<file path="config.mk">
export PLATFORM = sky130hd
export DESIGN_NAME = proc_sequencer
export DESIGN_NICKNAME = d
export VERILOG_FILES = /design/src/rtl/proc_sequencer_pkg.sv /design/src/rtl/proc_sequencer_mem_watchdog.sv /design/src/rtl/proc_sequencer.sv
export SDC_FILE = /design/constraint.sdc
export NUM_CORES = 1
export LEC_CHECK = 0
export BUFFER_PORTS_ARGS = -buffer_cell sky130_fd_sc_hd__buf_2
export CAP_MARGIN = 20
export CORE_MARGIN = 2
export CORE_UTILIZATION = 40
export CTS_CLUSTER_DIAMETER = 80
export DETAILED_ROUTE_END_ITERATION = 10
export MAX_ROUTING_LAYER = met4
export PLACE_DENSITY = 0.61
export SETUP_SLACK_MARGIN = 0.5
export SLEW_MARGIN = 20
export SYNTH_ARGS = -nofsm -noshare
export SYNTH_HDL_FRONTEND = slang
export SYNTH_SLANG_ARGS = --single-unit
</file>
<file path="constraint.sdc">
create_clock -name clk -period 3.2 [get_ports clk]
set_input_delay 0.32 -clock clk [delete_from_list [all_inputs] [get_ports clk]]
set_output_delay 0.32 -clock clk [all_outputs]
set_load 0.05 [all_outputs]
</file>
<file path="src/rtl/proc_sequencer_pkg.sv">
// Shared encodings for the multi-cycle processor sequencer.
package proc_sequencer_pkg;

  typedef enum logic [2:0] {
    StFetch,
    StDecode,
    StExec,
    StMem,
    StWb,
    StHalt
  } state_e;

  // PC source select
  localparam logic [1:0] PcSelSeq    = 2'd0;  // PC + 4
  localparam logic [1:0] PcSelBranch = 2'd1;
  localparam logic [1:0] PcSelJump   = 2'd2;

  // Halt reasons
  localparam logic [1:0] HaltNone    = 2'd0;
  localparam logic [1:0] HaltIllegal = 2'd1;
  localparam logic [1:0] HaltImemTo  = 2'd2;
  localparam logic [1:0] HaltDmemTo  = 2'd3;

endpackage

</file>
<file path="src/rtl/proc_sequencer_mem_watchdog.sv">
// Wait-cycle watchdog shared by the instruction-fetch and data-access waits.
module proc_sequencer_mem_watchdog #(
  parameter int unsigned MEM_TIMEOUT = 16
) (
  input  logic clk,
  input  logic reset,
  input  logic clear,
  input  logic enable,
  output logic expired
);

  localparam int unsigned CntW = $clog2(MEM_TIMEOUT) + 1;
  localparam logic [CntW-1:0] LastCnt = CntW'(MEM_TIMEOUT - 1);

  logic [CntW-1:0] cnt_q, cnt_d;

  // Expires in the last allowed wait cycle so the FSM can still prefer an ack.
  assign expired = enable && (cnt_q == LastCnt);

  // Next count: clear on state entry, count while waiting, hold once expired.
  always_comb begin
    cnt_d = cnt_q;
    if (clear) begin
      cnt_d = '0;
    end else if (enable && !expired) begin
      cnt_d = cnt_q + CntW'(1);
    end
  end

  // Count register with synchronous reset.
  always_ff @(posedge clk) begin
    if (reset) begin
      cnt_q <= '0;
    end else begin
      cnt_q <= cnt_d;
    end
  end

endmodule

</file>
<file path="src/rtl/proc_sequencer.sv">
// Multi-cycle control sequencer: fetch, decode, execute, memory, write-back.
module proc_sequencer
  import proc_sequencer_pkg::*;
#(
  parameter int unsigned WORD_SIZE   = 32,
  parameter int unsigned MEM_TIMEOUT = 16
) (
  input  logic                 clk,
  input  logic                 reset,
  output logic                 imem_req,
  input  logic                 imem_ack,
  output logic                 ir_wrtEn,
  input  logic                 dec_illegal,
  input  logic                 dec_is_load,
  input  logic                 dec_is_store,
  input  logic                 dec_is_branch,
  input  logic                 dec_is_jump,
  input  logic                 dec_wrtEn,
  input  logic                 alu_cond,
  output logic                 dmem_req,
  output logic                 dmem_we,
  input  logic                 dmem_ack,
  output logic                 pc_wrtEn,
  output logic [1:0]           pc_sel,
  output logic                 regfile_wrtEn,
  output logic                 wb_sel,
  output logic                 halted,
  output logic [1:0]           halt_cause,
  output logic [WORD_SIZE-1:0] retired
);

  state_e               state_q, state_d;
  logic [1:0]           halt_cause_q, halt_cause_d;
  logic [WORD_SIZE-1:0] retired_q, retired_d;
  logic                 retire;
  logic                 wd_expired;

  proc_sequencer_mem_watchdog #(
    .MEM_TIMEOUT(MEM_TIMEOUT)
  ) u_watchdog (
    .clk    (clk),
    .reset  (reset),
    .clear  (state_d != state_q),
    .enable ((state_q == StFetch || state_q == StMem) && !reset),
    .expired(wd_expired)
  );

  // Next-state and strobe decode; every strobe is forced low while reset is held.
  always_comb begin
    state_d       = state_q;
    halt_cause_d  = halt_cause_q;
    imem_req      = 1'b0;
    ir_wrtEn      = 1'b0;
    dmem_req      = 1'b0;
    dmem_we       = 1'b0;
    pc_wrtEn      = 1'b0;
    pc_sel        = PcSelSeq;
    regfile_wrtEn = 1'b0;
    wb_sel        = 1'b0;
    halted        = 1'b0;

    unique case (state_q)
      StFetch: begin
        imem_req = 1'b1;
        if (imem_ack) begin
          ir_wrtEn = 1'b1;
          state_d  = StDecode;
        end else if (wd_expired) begin
          state_d      = StHalt;
          halt_cause_d = HaltImemTo;
        end
      end
      StDecode: begin
        if (dec_illegal) begin
          state_d      = StHalt;
          halt_cause_d = HaltIllegal;
        end else begin
          state_d = StExec;
        end
      end
      StExec: begin
        if (dec_is_load || dec_is_store) begin
          state_d = StMem;
        end else if (dec_is_jump) begin
          pc_wrtEn = 1'b1;
          pc_sel   = PcSelJump;
          state_d  = StFetch;
        end else if (dec_is_branch) begin
          pc_wrtEn = 1'b1;
          pc_sel   = alu_cond ? PcSelBranch : PcSelSeq;
          state_d  = StFetch;
        end else if (dec_wrtEn) begin
          state_d = StWb;
        end else begin
          pc_wrtEn = 1'b1;
          state_d  = StFetch;
        end
      end
      StMem: begin
        dmem_req = 1'b1;
        dmem_we  = dec_is_store;
        if (dmem_ack) begin
          if (dec_is_store) begin
            pc_wrtEn = 1'b1;
            state_d  = StFetch;
          end else begin
            state_d = StWb;
          end
        end else if (wd_expired) begin
          state_d      = StHalt;
          halt_cause_d = HaltDmemTo;
        end
      end
      StWb: begin
        regfile_wrtEn = 1'b1;
        wb_sel        = dec_is_load;
        pc_wrtEn      = 1'b1;
        state_d       = StFetch;
      end
      StHalt: begin
        halted = 1'b1;
      end
      default: begin
        state_d = StFetch;
      end
    endcase

    if (reset) begin
      imem_req      = 1'b0;
      ir_wrtEn      = 1'b0;
      dmem_req      = 1'b0;
      dmem_we       = 1'b0;
      pc_wrtEn      = 1'b0;
      pc_sel        = PcSelSeq;
      regfile_wrtEn = 1'b0;
      wb_sel        = 1'b0;
      halted        = 1'b0;
    end

    // Every retire path, and only a retire, updates the PC.
    retire = pc_wrtEn;
  end

  // Retire counter, wrapping naturally at its width.
  always_comb begin
    retired_d = retired_q + WORD_SIZE'(retire);
  end

  // State, halt reason and retire count registers with synchronous reset.
  always_ff @(posedge clk) begin
    if (reset) begin
      state_q      <= StFetch;
      halt_cause_q <= HaltNone;
      retired_q    <= '0;
    end else begin
      state_q      <= state_d;
      halt_cause_q <= halt_cause_d;
      retired_q    <= retired_d;
    end
  end

  assign halt_cause = halt_cause_q;
  assign retired    = retired_q;

endmodule

</file>
[Word level (Yosys, flattened, before mapping)]
Cells that the tools add are included.
Word-level totals
  input bits: 11
  output and inout port bits: 44
  flip-flop bits (word level): 42
  logic and storage cells: 74
Cells by class
  reduce and logical (&&, ||, !) cells: 11
  add/sub/neg operators: 2
  muxes and demuxes: 45
  equal/unequal tests: 12
Operators by type and width (number)
  adder 32 x 1 -> 32 bit: 1
  2-to-1 mux 3 bit: 9
  2-to-1 mux 1 bit: 24
  2-to-1 mux 2 bit: 9
  one-hot mux 3 bit (5 select lines): 1
  == test 3 x 2 -> 1 bit (second input constant): 2
  == test 3 bit (second input constant): 2
  inequality test 2 bit (second input constant): 3
  one-hot mux 2 bit (3 select lines): 1
  AND reduction 6 bit: 1
  adder 5 x 1 -> 5 bit (second input constant): 1
  == test 5 x 4 -> 1 bit (second input constant): 1
  inequality test 2 x 1 -> 1 bit (second input constant): 2
  == test 3 x 1 -> 1 bit (second input constant): 1
  logical AND 1 bit: 3
  logical NOT 3 bit: 1
  inequality test 3 bit: 1
  one-hot mux 1 bit (3 select lines): 1
  nonzero test 3 bit: 1
  logical NOT 1 bit: 2
  logical OR 1 bit: 2
  OR reduction 2 bit: 1

[Logic depth before layout (Yosys ltp)]
Gate-level depths: netlist of the first run.
  word-level depth: 9
  depth in mapped cells: 13
  mapped depth without buffers: 10

[Cells and area by module]
From an unflattened synthesis of the first run, not the netlist that was laid out.
Unflattened totals
  cells, all modules: 259
  area, all modules: 2160.8 µm²
By module, submodules not included
  proc_sequencer: instances 1, cells each 232, area an instance 1911.8 µm², sequential area each 740.7 µm²
  proc_sequencer_mem_watchdog: instances 1, cells each 27, area an instance 249.0 µm², sequential area each 100.1 µm²

[Worst setup path before layout of the first run]
No wires, ideal clock.
  path kind: flip-flop to flip-flop
  start: register state_q[2]
  end: register retired_q[24] (netlist: retired[24])
  setup time: 0.070 ns
  path buffers: 3
  path slack: -1.055 ns
  required time: 3.130 ns
  stages on the path, launching flop included: 14
  clock period less this slack: 4.255 ns
  data arrival time: 4.185 ns
  cell sequence: dfxtp_1 -> clkbuf_1 -> clkbuf_1 -> nand2b_1 -> nor3_1 -> a21oi_1 -> o31ai_1 -> ha_1 -> ha_1 -> and4_1 -> clkbuf_1 -> nand4_1 -> or4_1 -> a21oi_1
On the way
  longest elaborated chain between the ends: 4
  elaborated cells on any way between the ends: 6
  those cells by class: 1 x add/sub; 3 x eq/ne; 2 x mux
RTL lines
  from (decl): line proc_sequencer.sv:32  | state_e state_q, state_d;
  from (signal assigned): line proc_sequencer.sv:152  | state_q <= StFetch;
  from (signal assigned): line proc_sequencer.sv:156  | state_q <= state_d;
  == test 3 bit or == test 3 x 2 -> 1 bit (tied branches): line proc_sequencer.sv:62  | unique case (state_q)
  one-hot mux 1 bit (3 select lines) *: line proc_sequencer.sv:62
  2-to-1 mux 1 bit *: line proc_sequencer.sv:128  | if (reset) begin
  net pc_wrtEn: line proc_sequencer.sv:23  | output logic pc_wrtEn,
  adder 32 x 1 -> 32 bit *: line proc_sequencer.sv:146  | retired_d = retired_q + WORD_SIZE'(retire);
  to (signal assigned): line proc_sequencer.sv:158  | retired_q <= retired_d;
  to (decl): line proc_sequencer.sv:34  | logic [WORD_SIZE-1:0] retired_q, retired_d;
Mark *: on every way through the listed nets, which the timed path passes. The rest lies on a longest branch.
A chain may end at the register's enable or synchronous reset.

[Worst setup path in the final report of the first run]
  start: register state_q[2]
  end: register retired_q[25] (netlist: retired[25])
On the way
  longest elaborated chain between the ends: 4
  elaborated cells on any way between the ends: 6
  those cells by class: 1 x add/sub; 3 x eq/ne; 2 x mux
RTL lines (line)
  == test 3 bit or == test 3 x 2 -> 1 bit (tied branches): proc_sequencer.sv:62
  one-hot mux 1 bit (3 select lines) *: proc_sequencer.sv:62
  2-to-1 mux 1 bit *: proc_sequencer.sv:128
  adder 32 x 1 -> 32 bit *: proc_sequencer.sv:146
Every way passes the cells marked *; elsewhere a longest branch is shown, timed or not.

==> Implementation_results.wiki, run 1 <==
{| class="wikitable"
! Metric !! Value
|-
| Master cell of the clock root buffer || clkbuf_8
|-
| # setup viols final || 0
|-
| Total of warnings raised by yosys || 0
|-
| Number of enable flip-flop cells after synthesis || 0
|-
| Register-to-Register Setup Slack || 0.72 ns
|-
| Arrival time of data at the critical path endpoint || 2.66 ns
|-
| Sequential-to-total area share from yosys stat || 0.358
|-
| H-tree depth || 2
|-
| GR Util met3 || 0.0360
|-
| Clock latency reported for the late side of the worst-skew pair || 0.29 ns
|-
| Worst slew margin relative to its limit || 0.558
|-
| Port Buf Inserts || 54
|-
| Final Hold Violating Endpoints || 0
|-
| CORE AREA || 0.00557 mm2
|-
| Cell depth of the worst flop-to-flop path || 8
|-
| Cell types with the largest area share after synthesis || dfxtp_1 (36%), xor2_1 (4.5%), o31ai_1 (4.2%)
|-
| Average detailed-routed wire length per instance || 14.5 um
|-
| Capture point of the worst reg-to-reg path || retired[25]
|-
| Pins Over Slew Limit || 0
|-
| CTS tree || done
|-
| Max frequency || 0.403 GHz
|-
| GR Layer Usage met1 || 0.267
|-
| Met2 routing resource usage after global routing || 0.279
|-
| Critical Path RT || 3.38 ns
|-
| Global-route wire length before repair || 9680 um
|-
| Post-route setup TNS || 0 ns
|-
| Total congestion overflow || 0
|-
| Number of DRC markers after the initial detailed-route iteration || 140
|-
| Mapped Cells || 275
|-
| Number of ports placed on the die boundary || 55
|-
| Avg Cell Area, Syn || 8.53 um2
|-
| Final net count || 338
|-
| Largest fanout on the critical path || 11
|-
| DP HPWL || 4050 um
|-
| Source of the worst register-to-register timing path || state_q[2]
|-
| Critical path endpoint category || flip-flop
|-
| Pin count of the biggest net entering global routing || 32
|-
| Terminating pin of the worst hold path || state_q[0]
|-
| Hold Buf Count CTS || 0
|-
| Worst voltage drop across the vdd grid || 0.182 mV
|-
| Total nets after synthesis || 290
|-
| Global placer's final weighted congestion || 0.800
|-
| Vert. Die Dim || 80.6 um
|-
| Floorplan die area || 0.00649 mm2
|-
| Post-layout min period || 2.48 ns
|-
| Fraction of layout cells with a size suffix above 1 || 0.306
|-
| Most frequent standard cell in the layout excluding fill and tap cells || buf_2
|-
| Commonest cells after routing, fill and taps aside || buf_2 (54), dfxtp_1 (40), a21oi_1 (17), nor2_1 (16), or4_1 (13)
|-
| Aggregate routed wire length || 5750 um
|-
| Vias in the first global route || 2036
|-
| Diode insertion count for antenna repair || 0
|-
| Total CTS buffers || 5
|-
| Post-synth ARST share || 0
|-
| Result of the run || finished, final reports clean
|-
| Cell Rows || 27
|-
| Hold wc startpoint || reset
|-
| Hold WC Path Type || primary input to flip-flop
|-
| Synth area leader || dfxtp_1
|-
| Register clock-pin slew on the reported worst setup and hold paths || 0.08 ns
|-
| Count of clock tree sinks || 42
|-
| Setup repair after global routing missed its margin || false
|-
| Synth Cell Area || 0.00235 mm2
|-
| Via total after detailed routing || 2294
|-
| Total GRT Usage || 0.191
|-
| Residual antenna-violating net count after detailed routing || 0
|-
| Static leakage || 1.12 nW
|-
| Main flop type after synthesis || dfxtp_1
|-
| Startpoint type of the worst setup path || flip-flop
|-
| Post-route fraction of the period consumed by the critical path || 0.775
|-
| Global routing's busiest layer || met2
|-
| Starting Density || 0.421
|-
| Power per cell area || 379 mW/mm2
|-
| Flops & latches, synth || 42
|-
| Setup slack after layout || 0.721 ns
|-
| Number of buffers on the longest clock path || 2
|-
| Maximum Capacitance Violations || 0
|-
| Pre-CTS setup slack || 0.458 ns
|-
| Critical path class || flip-flop to flip-flop
|-
| Final worst clock skew || 0.00456 ns
|-
| Average vias per placed instance || 5.79
|-
| Number of detailed-route iterations in the first pass || 5
|-
| Least-Margin Pin Slew || 0.655 ns
|-
| Distinct cell type count after synthesis || 50
|-
| Width of the chip || 80.6 um
|-
| Cells on Worst Hold Path || 2
|-
| Area fraction of the dominant cell type after synthesis || 0.358
|-
| Residual DRC || 0
|-
| Initial antenna violation count || 0
|-
| Area grow syn2layout || 22.2%
|}
==> cell type report <==
type                            count  area (um2)
Multi-Input combinational cell    207        1480
Inverter                            7        26.3
Fill cell                         547        2710
Clock buffer                        7        76.3
Timing Repair Buffer               60         315
Tap cell                           72        90.1
Clock inverter                      1        30.0
Sequential cell                    42         846
==> cells in the mapped netlist, drive strengths merged (2+ instances only) <==
| cell | instances |
|---|---|
| dfxtp | 42 |
| a21oi | 18 |
| nor2 | 17 |
| or4 | 16 |
| clkbuf | 13 |
| o31ai | 13 |
| nand2 | 12 |
| nand3 | 12 |
| nand4 | 12 |
| xor2 | 12 |
| nor4 | 11 |
| o21ai | 8 |
| and2 | 6 |
| and3 | 6 |
| and4 | 6 |
| inv | 6 |
| nor2b | 6 |
| nor3 | 6 |
| buf | 5 |
| a31oi | 4 |
| ha | 4 |
| nand2b | 4 |
| nor3b | 4 |
| or3 | 4 |
| a211oi | 3 |
| mux2 | 3 |
| o21ba | 3 |
| a22oi | 2 |
| nor4b | 2 |
| o31a | 2 |
| xnor2 | 2 |
==> what timing repair did <==
item,CTS,global route
cloned,0,0
buffers inserted,0,0
resized for setup,2,5
pin swaps,0,4
setup endpoints to repair,3,10
==> logic make-up after synthesis <==
kind of cell    Yosys count  share of synthesized area
compound gates           57                      0.157
xor+xnor                 14                     0.0523
fa+ha+maj                 4                     0.0213
buf+inv                  26                     0.0539
flops                    42                      0.358
mux                       4                     0.0187
simple gates            128                      0.339
==> critical path: stages, from the launching register on <==
cell and delay, ns:
dfxtp_4 0.40, nor4b_4 0.32, nand2_2 0.13, o31ai_4 0.20, ha_2 0.24, and2_2 0.27, nand4_1 0.24, nor3b_2 0.22
mux2_2 0.34
==> report_power, final <==
group / switching, mW / internal (mW) / leakage [nW]
clock network: 0.182 / 0.234 / 0.0524
logic: 0.0856 / 0.0456 / 0.723
registers: 0.0119 / 0.529 / 0.340
==> state kept, by name, summed over array words and instances, names as in the netlist <==
name              flops
halt_cause            2
retired              32
u_watchdog.cnt_q      5
state_q               3
==> worst max path at each step <==
stage                       end         start  slack (ns)
finish              retired[25]    state_q[2]        0.72
global route        retired[24]    state_q[2]        0.54
CTS                 retired[24]    state_q[2]        0.55
detailed placement  retired[25]  dec_is_store        0.46
global placement    retired[25]  dec_is_store        0.53
floorplan           retired[24]    state_q[2]        0.27
==> through the flow <==
stage | utilization | area, um2 | hold slack [ns] | power (mW) | cells
after CTS | 0.513 | 2860 | 0.281 | 1.10 | 396
after detailed placement | 0.493 | 2750 | 0.449 | 0.683 | 388
after global routing | 0.514 | 2870 | 0.310 | 1.13 | 396
final | 0.514 | 2870 | 0.305 | 1.09 | 396
after floorplan | - | 2490 | 0.523 | 0.650 | 275
after global placement | 0.493 | 2750 | 0.446 | 0.682 | 388
==> metal layers <==
| layer | up-vias | routed length [um] |
|---|---|---|
| met5 | - | 0 |
| met4 | 0 | 55 |
| met3 | 5 | 307 |
| met2 | 55 | 2490 |
| met1 | 1097 | 2900 |
| li1 | 1137 | - |
No activity file was read; power rests on OpenSTA's default activity.
==> inputs of run 2 (changes only) <==
--- a/config.mk
+++ b/config.mk
@@ -5,6 +5,7 @@
 export SDC_FILE = /design/constraint.sdc
 export NUM_CORES = 1
 export LEC_CHECK = 0
+export ABC_AREA = 1
 export BUFFER_PORTS_ARGS = -buffer_cell sky130_fd_sc_hd__buf_2
 export CAP_MARGIN = 20
 export CORE_MARGIN = 2
@@ -12,7 +13,7 @@
 export CTS_CLUSTER_DIAMETER = 80
 export DETAILED_ROUTE_END_ITERATION = 10
 export MAX_ROUTING_LAYER = met4
-export PLACE_DENSITY = 0.61
+export PLACE_DENSITY = 0.63
 export SETUP_SLACK_MARGIN = 0.5
 export SLEW_MARGIN = 20
 export SYNTH_ARGS = -nofsm -noshare
==> constraint.sdc (replaced) <==
create_clock -name clk -period 2 [get_ports clk]
set_input_delay 0.2 -clock clk [delete_from_list [all_inputs] [get_ports clk]]
set_output_delay 0.2 -clock clk [all_outputs]
set_load 0.05 [all_outputs]
==> run 2 against run 1 <==
Effect of this change:
- total power up 92%
- count of clock-buffer cells in the layout fell by 1
- register-to-register slack got worse by 1.1 ns
- die area is 3.0% higher
- largest power group unchanged
- synthesized cell count up 32%
- clock power increased by 44%
- sequential power rose by 62%
- setup slack got worse by 1.1 ns
- the run now ends with negative setup slack left
- sequential share of layout area shrank 8.1 points
- global-route usage increased by 4.5 points
- cell area up 39%
==> Implementation_results.wiki, run 2 <==
{| class="wikitable"
! Metric !! Value
|-
| FF/Latch Area || 850 um2 (+0.44%)
|-
| Post-route fraction of the period consumed by the critical path || 1.20 (+0.423)
|-
| Critical path class || flip-flop to flip-flop
|-
| Crit path buffers/inverters || 6 (+6)
|-
| Floorplan die area || 0.00669 mm2 (+3.0%)
|-
| Post-layout min period || 2.40 ns (-0.0837 ns)
|-
| Sequential fraction of design power || 0.420 (-0.077)
|-
| Largest fanout on the critical path || 3 (-8)
|-
| Master cell of the clock root buffer || clkbuf_8
|-
| Total nets after synthesis || 379 (+31%)
|-
| CP delay by family, top || simple AND/OR/NAND/NOR gates
|-
| Most instantiated library cell after synthesis || nand2_1
|-
| Starting Density || 0.411 (-0.00952)
|-
| Number of DRC markers after the initial detailed-route iteration || 146 (+4.3%)
|-
| Clock latency reported for the late side of the worst-skew pair || 0.30 ns (about the same)
|-
| Fraction of layout cells with a size suffix above 1 || 0.468 (+0.163)
|-
| Final Hold Violating Endpoints || 0 (unchanged)
|-
| Sw power || 0.682 mW (+140%)
|-
| Via total after detailed routing || 2806 (+22%)
|-
| Flops & latches, synth || 42 (unchanged)
|-
| Cell Rows || 28 (+3.7%)
|-
| Number of buffers on the longest clock path || 2 (unchanged)
|-
| Source of the worst register-to-register timing path || state_q[0]
|-
| Failing checks || negative setup slack
|-
| Result of the run || finished with violations
|-
| Global routing's busiest layer || met2
|-
| Pin count of the biggest net entering global routing || 25 (-22%)
|-
| Number of detailed-route iterations in the first pass || 4 (-1)
|-
| Global placer's final weighted congestion || 0.857 (+7.1%)
|-
| Internal Power || 1.40 mW (+74%)
|-
| Port Buf Inserts || 54 (unchanged)
|-
| Worst hold margin || 0.212 ns (-0.0933 ns)
|-
| Area grow syn2layout || 64.1%
|-
| Least-Margin Pin Slew || 0.335 ns (-0.320 ns)
|-
| Diode insertion count for antenna repair || 0 (unchanged)
|-
| Register clock-pin slew on the reported worst setup and hold paths || 0.09 ns (about the same)
|-
| Launching element of the worst setup path || state_q[0]
|-
| Main flop type after synthesis || dfxtp_1
|-
| Static leakage || 1.69 nW (+51%)
|-
| Total congestion overflow || 0 (unchanged)
|-
| Final net count || 505 (+49%)
|-
| Most numerous cell types in the synthesized netlist || nand2_1 (78), nor2_1 (51), inv_1 (48), dfxtp_1 (42), a21oi_1 (28)
|-
| Total of warnings raised by yosys || 0 (unchanged)
|-
| Final worst clock skew || 0.00357 ns (-0.000990 ns)
|-
| Number of enable flip-flop cells after synthesis || 0 (unchanged)
|-
| Switching power share of the total || 0.327 (+0.0696)
|-
| Count of fill cells added during filler insertion || 497 (-9.1%)
|-
| Highest cell delay on the worst timing path || 0.34 ns (-0.06 ns)
|-
| Cell Chain, Critical Path || inv_2 > nand4_1 > or2_4 > o211ai_1 > ha_2 > inv_2 > nor2_4 > buf_4 > buf_4 > buf_4 > buf_4 > nand4_1 > or2_4 > a21oi_1
|-
| Commonest cells after routing, fill and taps aside || nand2_1 (68), buf_2 (44), buf_4 (43), inv_1 (39), dfxtp_1 (37)
|-
| Mapped Cells || 364 (+32%)
|-
| Residual DRC || 0 (unchanged)
|-
| Met2 routing resource usage after global routing || 0.420 (+0.140)
|-
| Area fraction of the dominant cell type after synthesis || 0.347 (-0.0111)
|-
| GR Util met3 || 0.0429 (+0.00690)
|-
| Most frequent standard cell in the layout excluding fill and tap cells || nand2_1
|-
| Count of clock tree sinks || 42 (unchanged)
|-
| Pins Over Slew Limit || 0 (unchanged)
|-
| Cell types with the largest area share after synthesis || dfxtp_1 (35%), nand2_1 (12%), nor2_1 (7.9%)
|-
| Setup slack after layout || -0.395 ns (-1.12 ns)
|-
| Max frequency || 0.418 GHz (+3.5%)
|-
| Setup repair after global routing missed its margin || true
|-
| Arrival time of data at the critical path endpoint || 2.63 ns (-0.03 ns)
|-
| Average vias per placed instance || 4.96 (-14%)
|-
| CORE AREA || 0.00589 mm2 (+5.6%)
|-
| Distinct cell type count after synthesis || 37 (-26%)
|-
| Initial antenna violation count || 0 (unchanged)
|-
| Worst slew margin relative to its limit || 0.774 (+0.216)
|-
| Residual antenna-violating net count after detailed routing || 0 (unchanged)
|-
| Critical Path RT || 2.23 ns (-1.15 ns)
|-
| Worst voltage drop across the vdd grid || 0.342 mV (+88%)
|-
| Vias in the first global route || 2703 (+33%)
|-
| CTS tree || done
|-
| Number of ports placed on the die boundary || 55 (unchanged)
|-
| Post-route setup TNS || -7.23 ns (-7.23 ns)
|-
| Hold WC Path Type || primary input to flip-flop
|-
| Width of the chip || 81.8 um (+1.5%)
|-
| H-tree depth || 2 (unchanged)
|-
| Total CTS buffers || 5 (unchanged)
|-
| Avg Cell Area, Syn || 6.65 um2 (-22%)
|-
| Power per cell area || 525 mW/mm2 (+38%)
|-
| Hold wc startpoint || dec_illegal
|-
| Global-route wire length before repair || 12100 um (+25%)
|-
| Comb pwr share || 0.292 (+0.171)
|-
| Clock power share || 0.288 (-0.094)
|-
| Total GRT Usage || 0.236 (+0.0451)
|-
| Register-to-Register Setup Slack || -0.40 ns (-1.12 ns)
|-
| Vert. Die Dim || 81.8 um (+1.5%)
|-
| Combined area of the multi-input logic cells || 0.00173 mm2 (+17%)
|-
| Average detailed-routed wire length per instance || 13.3 um (-8.1%)
|-
| Cell type with the highest occurrence count on the critical path || buf_4
|-
| Critical path endpoint category || flip-flop
|-
| GR Layer Usage met1 || 0.276 (+0.00888)
|-
| Synth Cell Area || 0.00242 mm2 (+3.2%)
|-
| Sequential-to-total area share from yosys stat || 0.347 (-0.0111)
|-
| Aggregate routed wire length || 7550 um (+31%)
|-
| Max reg flops || 32 (unchanged)
|-
| Startpoint type of the worst setup path || flip-flop
|-
| Synth area leader || dfxtp_1
|-
| Pre-CTS setup slack || -0.550 ns (-1.01 ns)
|-
| DP HPWL || 4960 um (+22%)
|-
| Slowest cell on the critical path || dfxtp_2
|-
| Post-synth ARST share || 0 (unchanged)
|-
| Maximum Capacitance Violations || 0 (unchanged)
|-
| # setup viols final || 29 (+29)
|}
[run 2: cell types whose count changed after synthesis, sizes merged, moves of 13 or more]
cell   previous run  this run
nand2            12        85
inv               6        50
nor2             17        58
nor3              6        24
or4              16         0
o31ai            13         0
[run 2: cell type report]
class                           instances  area share
Inverter                               50      0.0510
Clock buffer                            6      0.0208
Multi-Input combinational cell        267       0.437
Sequential cell                        42       0.214
Clock inverter                          2     0.00315
Timing Repair Buffer                  124       0.251
Tap cell                               75      0.0236
[run 2: cells by family (layout without fill, tap and decap cells)]
group / count (synthesis) / after routing / synth area share
simple gates: 213 / 213 / 0.425
compound gates: 43 / 43 / 0.0951
xor+xnor: 6 / 6 / 0.0217
mux: 1 / 1 / 0.00465
buf+inv: 55 / 182 / 0.0853
fa+ha+maj: 4 / 4 / 0.0207
flops: 42 / 42 / 0.347
[run 2: tightest hold or removal path: stages]
cell and delay, ns:
buf_2 0.11, nand3_1 0.08, nand2_1 0.06, a21oi_1 0.03
[run 2: per-layer routing]
layer / routed length (um) / vias to the layer above / share of wire
met4: 76 / 0 / 0.010
met3: 344 / 8 / 0.046
li1: - / 1435 / -
met5: 0 / - / 0
met1: 3140 / 1304 / 0.42
met2: 3990 / 59 / 0.53
[run 2: power groups by stage]
| stage | combinational, mW | sequential, mW | clock (mW) |
|---|---|---|---|
| after floorplan | 0.223 | 0.936 | 0 |
| after global placement | 0.371 | 0.892 | 0 |
| after detailed placement | 0.375 | 0.893 | 0 |
| after CTS | 0.467 | 0.877 | 0.600 |
| after global routing | 0.655 | 0.880 | 0.643 |
| final | 0.610 | 0.876 | 0.601 |
[run 2: repair_timing]
action                     in CTS  in global routing
hold buffers                    0                  0
setup buffers                  20                 17
pin swaps                      25                 33
gates resized for setup        78                 59
setup endpoints to repair      47                 50
[run 2: path summary, 6_finish.rpt]
kind / end / depth (start not counted)
hold / removal: halt_cause[1] / 4
setup / recovery: retired[27] / 14
setup reg to reg: retired[27] / 14
hold reg to reg: halt_cause[1] / 2
[run 2: metrics by stage]
step	total power, mW	util	area, um2	std cells
global placement	1.26	0.530	3120	521
global route	2.18	0.675	3970	566
detailed placement	1.27	0.530	3120	521
finish	2.09	0.675	3970	566
floorplan	1.16	-	2530	364
CTS	1.94	0.617	3630	549
==> inputs of run 3 (changes only) <==
--- a/config.mk
+++ b/config.mk
@@ -13,7 +13,7 @@
 export CTS_CLUSTER_DIAMETER = 80
 export DETAILED_ROUTE_END_ITERATION = 10
 export MAX_ROUTING_LAYER = met4
-export PLACE_DENSITY = 0.63
+export PLACE_DENSITY = 0.61
 export SETUP_SLACK_MARGIN = 0.5
 export SLEW_MARGIN = 20
 export SYNTH_ARGS = -nofsm -noshare
==> constraint.sdc (replaced) <==
create_clock -name clk -period 2.8 [get_ports clk]
set_input_delay 0.28 -clock clk [delete_from_list [all_inputs] [get_ports clk]]
set_output_delay 0.28 -clock clk [all_outputs]
set_load 0.05 [all_outputs]
==> run 3 against run 2 <==
Effect of this change:
- the flow now finishes without violations
- sequential cell count did not move
- clock power fell by 5.3%
- die area unchanged
- count of clock-buffer cells in the layout increased by 1
- setup slack better by 0.81 ns
==> Implementation_results.wiki, run 3 (same netlist as run 2, synthesis figures left out) <==
{| class="wikitable"
! Metric !! Value
|-
| Result of the run || finished, final reports clean
|-
| Register clock-pin slew on the reported worst setup and hold paths || 0.09 ns (about the same)
|-
| CORE AREA || 0.00589 mm2 (unchanged)
|-
| Critical path endpoint category || flip-flop
|-
| Post-layout min period || 2.38 ns (-0.0109 ns)
|-
| Cell Rows || 28 (unchanged)
|-
| Maximum Capacitance Violations || 0 (unchanged)
|-
| Diode insertion count for antenna repair || 0 (unchanged)
|-
| Vert. Die Dim || 81.8 um (unchanged)
|-
| Via total after detailed routing || 2599 (-7.4%)
|-
| Final Hold Violating Endpoints || 0 (unchanged)
|-
| Total congestion overflow || 0 (unchanged)
|-
| Global-route wire length before repair || 10700 um (-12%)
|-
| Residual DRC || 0 (unchanged)
|-
| Total CTS buffers || 5 (unchanged)
|-
| Comb pwr share || 0.178 (-0.114)
|-
| Static leakage || 1.53 nW (-9.2%)
|-
| Worst hold margin || 0.297 ns (+0.0852 ns)
|-
| CP delay by family, top || simple AND/OR/NAND/NOR gates
|-
| Width of the chip || 81.8 um (unchanged)
|-
| Largest fanout on the critical path || 4 (+1)
|-
| Residual antenna-violating net count after detailed routing || 0 (unchanged)
|-
| Number of detailed-route iterations in the first pass || 4 (unchanged)
|-
| Setup repair after global routing missed its margin || true
|-
| Clock power share || 0.390 (+0.102)
|-
| CTS tree || done
|-
| Fraction of layout cells with a size suffix above 1 || 0.374 (-0.0948)
|-
| Post-route fraction of the period consumed by the critical path || 0.851 (-0.346)
|-
| Final net count || 469 (-7.1%)
|-
| Global placer's final weighted congestion || 0.850 (-0.76%)
|-
| Average vias per placed instance || 4.90 (-1.1%)
|-
| Max frequency || 0.419 GHz (+0.46%)
|-
| Register-to-Register Setup Slack || 0.42 ns (+0.81 ns)
|-
| Least-Margin Pin Slew || 0.595 ns (+0.260 ns)
|-
| Worst voltage drop across the vdd grid || 0.212 mV (-38%)
|-
| Placed Cells incl. Taps || 490 (-6.0%)
|-
| Hold Buf Count CTS || 0 (unchanged)
|-
| Cell Chain, Critical Path || inv_6 > nand4_1 > or2_4 > o211ai_1 > ha_2 > ha_4 > nand2_4 > nor2_4 > nand2_2 > nor2_4 > nand2_4 > nor4_4 > nand2_1 > nand2_1 > nor2_1
|-
| # setup viols final || 0 (-100%)
|-
| Clock latency reported for the late side of the worst-skew pair || 0.30 ns (about the same)
|-
| Pre-CTS setup slack || 0.0984 ns (+0.648 ns)
|-
| Number of buffers on the longest clock path || 2 (unchanged)
|-
| Aggregate routed wire length || 6780 um (-10%)
|-
| Initial antenna violation count || 0 (unchanged)
|-
| Master cell of the clock root buffer || clkbuf_8
|-
| Setup slack after layout || 0.416 ns (+0.811 ns)
|-
| Starting Density || 0.411 (unchanged)
|-
| Number of ports placed on the die boundary || 55 (unchanged)
|-
| Final worst clock skew || 0.00408 ns (+0.000511 ns)
|-
| Slowest cell on the critical path || dfxtp_4
|-
| Pins Over Slew Limit || 0 (unchanged)
|-
| H-tree depth || 2 (unchanged)
|-
| Crit path buffers/inverters || 1 (-5)
|-
| Post-route setup TNS || 0 ns (+7.23 ns)
|-
| Sw power || 0.410 mW (-40%)
|-
| Internal Power || 1.05 mW (-25%)
|-
| Count of clock tree sinks || 42 (unchanged)
|-
| Port Buf Inserts || 54 (unchanged)
|-
| Hold WC Path Type || primary input to flip-flop
|-
| Arrival time of data at the critical path endpoint || 2.59 ns (-0.04 ns)
|-
| Floorplan die area || 0.00669 mm2 (unchanged)
|-
| Sequential fraction of design power || 0.432 (+0.012)
|-
| Number of DRC markers after the initial detailed-route iteration || 107 (-27%)
|-
| Overall power consumption || 1.46 mW (-30%)
|-
| Max reg flops || 32 (unchanged)
|-
| Startpoint type of the worst setup path || flip-flop
|-
| Commonest cells after routing, fill and taps aside || nand2_1 (73), buf_2 (54), nor2_1 (44), inv_1 (42), dfxtp_1 (39)
|-
| Critical path class || flip-flop to flip-flop
|-
| Highest cell delay on the worst timing path || 0.37 ns (+0.03 ns)
|-
| Switching power share of the total || 0.282 (-0.0453)
|-
| Worst slew margin relative to its limit || 0.600 (-0.174)
|-
| Vias in the first global route || 2412 (-11%)
|-
| DP HPWL || 4720 um (-4.8%)
|-
| Final cell count without fillers || 530 (-6.4%)
|-
| Power per cell area || 420 mW/mm2 (-20%)
|-
| Average detailed-routed wire length per instance || 12.8 um (-4.1%)
|-
| Pin count of the biggest net entering global routing || 25 (unchanged)
|-
| Most frequent standard cell in the layout excluding fill and tap cells || nand2_1
|-
| Area grow syn2layout || 43.3%
|-
| Critical Path RT || 3.01 ns (+0.78 ns)
|-
| Total GRT Usage || 0.211 (-0.0256)
|}
run 3: changes by cell type in the layout (fill, tap and decap cells not counted), sizes merged:
cell      delta
buf         -36
clkbuf       +1
bufinv       +1
inv          +1
clkinv       -2
clkinvlp     -1
run 3: repair_timing:
item                                   4_1_cts  5_1_grt
setup endpoints to repair                   13       24
endpoints found under the hold margin        0        0
pin swaps                                   15       21
resized for setup                           10       44
buffers inserted                            21       11
run 3: path summary, 6_finish.rpt:
path                 start       endpoint  cells after the start
max             state_q[2]    retired[18]                     15
min            dec_illegal  halt_cause[1]                      4
max reg2reg     state_q[2]    retired[18]                     15
min reg2reg  halt_cause[0]  halt_cause[0]                      2
run 3: power groups by stage:
stage               sequential, mW  clock (mW)  combinational (mW)
floorplan                    0.668           0               0.158
global placement             0.646           0               0.231
detailed placement           0.646           0               0.231
CTS                          0.630       0.578               0.255
global route                 0.632       0.604               0.283
finish                       0.630       0.569               0.259
run 3: layer usage:
layer	routed length [um]	share of wire	track usage
met5	0	0	-
met4	68	0.010	0.0600
met3	255	0.038	0.0374
met2	3430	0.51	0.359
met1	3030	0.45	0.255
run 3: layout make-up:
type,instances,area (um2)
Timing Repair Buffer,88,568
Fill cell,560,2420
Tap cell,75,93.8
Clock inverter,1,30.0
Multi-Input combinational cell,267,1620
Inverter,50,198
Clock buffer,7,108
Sequential cell,42,852
run 3: metrics by stage:
stage | instance area [um2] | utilization
2_1_floorplan | 2530 | -
3_3_place_gp | 2890 | 0.490
6_report | 3470 | 0.589
3_5_place_dp | 2890 | 0.490
4_1_cts | 3220 | 0.547
5_1_grt | 3470 | 0.589
run 3: worst reg2reg max path, stage by stage, from the launching register on:
cell      delay, ns
dfxtp_4        0.37
inv_6          0.07
nand4_1        0.10
or2_4          0.25
o211ai_1       0.23
ha_2           0.27
ha_4           0.16
nand2_4        0.05
nor2_4         0.09
nand2_2        0.09
nor2_4         0.19
nand2_4        0.09
nor4_4         0.16
nand2_1        0.07
nand2_1        0.06
nor2_1         0.03
